===== src/rtl/trainerror_responder.sv =====
// trainerror_responder: responder side of the LTSM TRAINERROR sideband handshake.
// Waits for {TRAINERROR Entry req} on RX, answers with {TRAINERROR Entry resp} on TX,
// then flags completion until enable_i falls.
// Optional request timeout: define TRAINERROR_RESP_TIMEOUT_EN.

package SB_codex_pkg;
    localparam int unsigned CODE_W = 8;

    // Sideband message payload
    typedef struct packed {
        logic [CODE_W-1:0] msg_code;
        logic [7:0]        msg_subcode;
        logic [15:0]       msg_info;
    } SB_msg_t;

    localparam logic [CODE_W-1:0] TRAINERROR_ENTRY_REQ  = 8'h15;
    localparam logic [CODE_W-1:0] TRAINERROR_ENTRY_RESP = 8'h19;
endpackage

module trainerror_responder
    import SB_codex_pkg::*;
#(
    parameter logic [CODE_W-1:0] REQ_CODE       = TRAINERROR_ENTRY_REQ,
    parameter logic [CODE_W-1:0] RESP_CODE      = TRAINERROR_ENTRY_RESP,
    parameter int unsigned       TIMEOUT_CYCLES = 800000
) (
    input  logic    clk_100MHz,
    input  logic    reset,
    input  logic    enable_i,
    output logic    TRAINERROR_done_o,
    output SB_msg_t TX_msg_o,
    output logic    TX_msg_valid_o,
    input  logic    TX_msg_valid_ack_i,
    input  SB_msg_t RX_msg_i,
    input  logic    RX_msg_valid_i,
    output logic    RX_msg_req_o,
    output logic    reset_state_timeout_counter_o,
    output logic    timeout_o
);

    typedef enum logic [1:0] {IDLE, WAIT_REQ, SEND_RESP, DONE} state_t;

    state_t  state;
    state_t  next_state;
    logic    req_match;
    logic    expired;
    logic    done_d;
    logic    tx_valid_d;
    logic    rx_req_d;
    logic    restart_d;
    SB_msg_t tx_msg_d;
    logic    rx_fields_unused;

    // Only the message code identifies the request; the other RX fields are ignored
    assign rx_fields_unused = ^{RX_msg_i.msg_subcode, RX_msg_i.msg_info};

    // A message is consumed whenever we request one and RX offers one
    assign req_match = RX_msg_valid_i && RX_msg_req_o && (RX_msg_i.msg_code == REQ_CODE);

`ifdef TRAINERROR_RESP_TIMEOUT_EN
    localparam int unsigned CNT_W = $clog2(TIMEOUT_CYCLES + 1);

    logic [CNT_W-1:0] wait_cnt;

    // Request wait budget: counts WAIT_REQ cycles, zero everywhere else
    always_ff @(posedge clk_100MHz) begin
        if (reset) begin
            wait_cnt <= '0;
        end else if (state != WAIT_REQ) begin
            wait_cnt <= '0;
        end else begin
            wait_cnt <= wait_cnt + CNT_W'(1);
        end
    end

    assign expired = (state == WAIT_REQ) && (wait_cnt == CNT_W'(TIMEOUT_CYCLES - 1));

    // Timeout pulse accompanies the WAIT_REQ -> DONE move
    always_ff @(posedge clk_100MHz) begin
        if (reset) begin
            timeout_o <= 1'b0;
        end else begin
            timeout_o <= (state == WAIT_REQ) && (next_state == DONE);
        end
    end
`else
    logic [31:0] timeout_cfg_unused;

    assign timeout_cfg_unused = 32'(TIMEOUT_CYCLES);
    assign expired            = 1'b0;
    assign timeout_o          = 1'b0;
`endif

    // State register
    always_ff @(posedge clk_100MHz) begin
        if (reset) begin
            state <= IDLE;
        end else begin
            state <= next_state;
        end
    end

    // Next-state logic; dropping enable_i overrides everything, including a same-cycle ack
    always_comb begin
        next_state = state;
        if (!enable_i) begin
            next_state = IDLE;
        end else begin
            case (state)
                IDLE:      next_state = WAIT_REQ;
                WAIT_REQ: begin
                    if (req_match) begin
                        next_state = SEND_RESP;
                    end else if (expired) begin
                        next_state = DONE;
                    end
                end
                SEND_RESP: begin
                    if (TX_msg_valid_ack_i) begin
                        next_state = DONE;
                    end
                end
                DONE:      next_state = DONE;
                default:   next_state = IDLE;
            endcase
        end
    end

    // Output decode from the upcoming state so every output is a flop
    always_comb begin
        done_d     = 1'b0;
        tx_valid_d = 1'b0;
        rx_req_d   = 1'b0;
        tx_msg_d   = '0;
        restart_d  = ((state == IDLE) && (next_state == WAIT_REQ)) ||
                     ((state == WAIT_REQ) && (next_state == SEND_RESP));
        case (next_state)
            WAIT_REQ:  rx_req_d = 1'b1;
            SEND_RESP: begin
                tx_valid_d        = 1'b1;
                tx_msg_d.msg_code = RESP_CODE;
            end
            DONE:      done_d = 1'b1;
            default:   ;
        endcase
    end

    // Output registers
    always_ff @(posedge clk_100MHz) begin
        if (reset) begin
            TRAINERROR_done_o             <= 1'b0;
            TX_msg_valid_o                <= 1'b0;
            TX_msg_o                      <= '0;
            RX_msg_req_o                  <= 1'b0;
            reset_state_timeout_counter_o <= 1'b0;
        end else begin
            TRAINERROR_done_o             <= done_d;
            TX_msg_valid_o                <= tx_valid_d;
            TX_msg_o                      <= tx_msg_d;
            RX_msg_req_o                  <= rx_req_d;
            reset_state_timeout_counter_o <= restart_d;
        end
    end

endmodule


===== config.mk =====
export PLATFORM = sky130hd
export DESIGN_NAME = trainerror_responder
export DESIGN_NICKNAME = d
export VERILOG_FILES = /design/src/rtl/trainerror_responder.sv
export SDC_FILE = /design/constraint.sdc
export NUM_CORES = 1
export LEC_CHECK = 0
export CAP_MARGIN = 20
export CELL_PAD_IN_SITES_DETAIL_PLACEMENT = 0
export CELL_PAD_IN_SITES_GLOBAL_PLACEMENT = 1
export CORE_MARGIN = 3
export CORE_UTILIZATION = 12
export DETAILED_ROUTE_END_ITERATION = 8
export GPL_TIMING_DRIVEN = 0
export HOLD_SLACK_MARGIN = 0.08
export PLACE_DENSITY = 0.78
export SLEW_MARGIN = 20
export SYNTH_ARGS = -nofsm -noshare
export SYNTH_HDL_FRONTEND = slang
export SYNTH_SLANG_ARGS = --single-unit

===== constraint.sdc =====
create_clock -name clk_100MHz -period 0.9 [get_ports clk_100MHz]
set_clock_uncertainty 0.1 [all_clocks]
set_input_delay 0.09 -clock clk_100MHz [delete_from_list [all_inputs] [get_ports clk_100MHz]]
set_output_delay 0.09 -clock clk_100MHz [all_outputs]
set_load 0.05 [all_outputs]

; Word-level counts from Yosys, hierarchy flattened
; Cells that the tools add are included.
; Widths: inputs -> output; s select.
[totals]
regBits = 38
input_bits = 37
out_inout_bits = 37
elab_cells = 29
[classes]
eq_ne = 7
muxes = 8
n_reduce_logical = 6
[op_table]
columns = cell, n
row1 = $eq 2x2->1 const B, 4
row2 = $eq 8x5->1 const B, 1
row3 = $pmux 2 s4, 1
row4 = $mux 2, 3
row5 = $mux 5, 1
row6 = $eq 2x1->1 const B, 2
row7 = $logic_and 1x1->1, 4
row8 = $mux 1, 3
row9 = $logic_not 2->1, 1
row10 = $logic_or 1x1->1, 1

; Depth between registers and ports, before layout
[logic_depth]
ltp_word = 8
mapped_depth = 3
depth_no_buf = 3

; Least setup slack after synthesis
; No wires, ideal clock.
[synth_timing]
kind = flip-flop to flip-flop
from = register RX_msg_req_o
to = register state[0]
setup_ns = 0.116
arrival_ns = 1.164
required_ns = 0.684
path_slack_ns = -0.479
stages_incl_launch_ff = 4
path_buffers = 0
period_less_slack_ns = 1.379
path_cell_list = dfxtp_1 and4b_1 nand4_1 and3b_1
[synth_between]
elab_chain_cells = 5
[synth_lines]
columns = element, line_no
row1 = start: declaration, 36  ; output logic RX_msg_req_o,
row2 = start signal: assignment, 160  ; RX_msg_req_o <= rx_req_d;
row3 = $logic_and 1x1->1 (2 in a row), 58  ; assign req_match = RX_msg_valid_i && RX_msg_req_o && (RX_msg_i.msg_code == REQ_CODE);
row4 = $mux 2, 112  ; if (req_match) begin
row5 = $pmux 2 s4, 109  ; case (state)
row6 = $mux 2, 106  ; if (!enable_i) begin
row7 = end signal: assignment, 99  ; state <= next_state;
row8 = end: declaration, 43  ; state_t state;
; Every way passes these cells.
; A chain may end at the register's enable or synchronous reset.

; Worst setup path after layout
; Same ends and word-level chain as after synthesis.

==> impl_metrics.yaml <==
power_and_ir_drop:
  max-vdd-ir-drop_mv: 0.299
  p_leak_uw: 0.000509
  power.share.clock_pct: 34.4
  comb_power_share_pct: 41.6
  power_frac_seq_pct: 23.9
  p_sw_share_pct: 38.4
  powerDensity_nw_per_um2: 1200
  p_sw_uw: 442
  p_total_uw: 1150
  p_int_uw: 710
global_route:
  grt_max_degree: 6
  antenna_found_initial: 0
  grt_pass1_wl_um: 1420
  grt.total_usage_pct: 3.71
  grt_pass1_vias: 357
  grt.overflow.total: 0
placement:
  gp_congestion: 0.697
  dp_hpwl_um: 832
  numPortBuffers: 19
  dp_cells: 154
clock_tree:
  clock_sinks: 6
  clkTransAtPathRegs_ns: 0.04
  holdBufCountCts: 0
  clockBufferDepth: 2
  h-tree-depth: 1
  cts_tree: "built"
  root_buffer: "clkbuf_8"
  insertion_delay_ns: 0.22
  cts_made_buffers: 3
floorplanning:
  die_x_um: 69.4
  core_um2: 3770
  die_area_um2: 4820
  initial_core_util_pct: 12.8
  rows: 22
  die_y_um: 69.4
  num_io_pins: 74
sta:
  layout_min_cycle_time_ns: 1.08
  hold_viol: 0
  rsz0062_at_grt: "true"
  setup_ws_ns: -0.183
  drv_slew: 0
  fin_crit_sh_pct: 120
  setup_viol: 10
  max_freq_mhz: 923
yosys:
  ys_ff_latch: 6
  netlist_instances: 58
  synth_area_um2: 483
  synth.distinct_cells: 16
  syn_area_per_cell_um2: 8.33
  yosysSeqAreaShare_pct: 24.9
  ys_warn_count: 0
final_layout:
  area_delta_synth_final_pct: 98.2
  final_cells: 159
  fillers: 398
  drive_gt1_share_pct: 47.7
  n_antenna_cell: 0
  multi_input_area_um2: 238
  fin_nets: 150
  seq_area_um2: 129
routing:
  wl_per_cell_um: 5.96
  drc_errors: 0
  routed_wl_um: 947
  first_pass_iters: 3
  num_vias: 414
  ant_nets: 0
  drt_iter0_drc: 8
  vias_per_cell: 2.60
worst_setup_path:
  required_ns: 0.91
  worstSetupPathType: "register to register"
  cp.arrival_ns: 1.09
  crit_fanout: 3
  start_kind: "register"
  slowest_stage: "dfxtp_4"
  cp_cell_sequence: "and4b_2, nand4_1, and3b_1"
  worstSetupEndpointType: "register"
  critical-path-max-stage-delay_ns: 0.33
hold_path:
  hp-class: "input pin to register"
flow_run:
  cap_violations: 0
run_status:
  violations: "setup timing"
  outcome: "finished with violations"
-- metrics by stage --
step / setup TNS (ns) / worst slack (ns) / area (um^2) / hold WS, ns / util, %
floorplan: -0.766 / -0.219 / 599 / 0.165 / -
global placement: -5.02 / -0.500 / 850 / 0.377 / 22.5
detailed placement: -5.05 / -0.507 / 850 / 0.389 / 22.5
CTS: -1.16 / -0.193 / 897 / 0.354 / 23.8
global route: -1.56 / -0.227 / 957 / 0.375 / 25.4
finish: -1.15 / -0.183 / 957 / 0.345 / 25.4
-- worst max-delay path: cells and delay by family, from the launching register on --
family           cells  cell delay [ns]
flip-flops           1             0.33
AND/OR/NAND/NOR      3             0.54
-- synthesized netlist by cell type --
library cell	instances	area share, %
buf_4	33	51
dfxtp_1	6	25
a21oi_1	3	3.1
nand2b_1	2	2.6
nand4_1	2	2.6
nor2b_1	2	2.6
and3b_1	1	1.8
and4b_1	1	2.1
and4bb_1	1	2.6
conb_1	1	0.78
inv_1	1	0.78
nand2_1	1	0.78
nand3_1	1	1.0
nor2_1	1	0.78
nor2_2	1	1.3
nor3_1	1	1.0
-- final timing paths --
check / from / endpoint / slack (ns) / cells past startpoint
max reg2reg: RX_msg_req_o / state[0] / -0.18 / 3
max: RX_msg_req_o / state[0] / -0.18 / 3
min: RX_msg_i[31] / reset_state_timeout_counter_o / 0.34 / 4
min reg2reg: state[1] / TX_msg_o[27] / 0.38 / 2
-- kinds of logic after synthesis --
| logic type | share of synthesized area, % |
|---|---|
| other | 0.776 |
| AND/OR/NAND/NOR | 19.2 |
| AO/OA/AOI/OAI | 3.11 |
| buffers and inverters | 52.1 |
| flip-flops | 24.9 |
-- flip-flops by register name, summed over array words and instances, names as in the netlist --
signal                         flops
state                              2
RX_msg_req_o                       1
TRAINERROR_done_o                  1
TX_msg_o                           1
reset_state_timeout_counter_o      1
-- placed cells by master, fill, tap and decap left out --
cell type / netlist / layout
buf_4: 33 / 32
conb_1: 1 / 30
clkdlybuf4s50_1: 0 / 7
buf_6: 0 / 5
dlygate4sd2_1: 0 / 5
buf_8: 0 / 5
clkbuf_8: 0 / 3
dfxtp_1: 6 / 3
dfxtp_4: 0 / 2
nand4_1: 2 / 2
nor2b_1: 2 / 2
a21oi_1: 3 / 2
dfxtp_2: 0 / 1
nand2b_4: 0 / 1
inv_1: 1 / 1
nand2b_1: 2 / 1
nor2_2: 1 / 1
and4b_2: 0 / 1
and4bb_1: 1 / 1
nand3_2: 0 / 1
a21oi_2: 0 / 1
nor2_1: 1 / 1
nand2_1: 1 / 1
and3b_1: 1 / 1
nor3_1: 1 / 1
-- power groups by stage --
stage	clock, uW	sequential (uW)	combinational [uW]
floorplan	0	295	391
global placement	0	279	470
detailed placement	0	279	471
CTS	410	276	469
global route	432	276	501
finish	397	276	480
-- final cells by class --
cell class	instances	area share, %
buffer	33	27.1
inverter	1	0.392
tap	48	6.27
clock buffer	3	4.31
sequential	6	13.5
multi-input combinational	47	24.8
timing repair buffer	21	23.7
-- layer usage --
| metal | wire (um) | GRT usage [%] | vias up |
|---|---|---|---|
| met1 | 307 | 3.64 | 153 |
| met5 | 0 | 0 | - |
| li1 | - | - | 230 |
| met3 | 136 | 0.870 | 2 |
| met2 | 481 | 6.14 | 29 |
| met4 | 21 | 3.90 | 0 |
-- what timing repair did --
| action | CTS | global route |
|---|---|---|
| pin swaps | 4 | 3 |
| endpoints found under the setup margin | 12 | 12 |
| resized for setup | 53 | 14 |
| setup buffers | 1 | 1 |
Power figures use the tool's default switching activity.
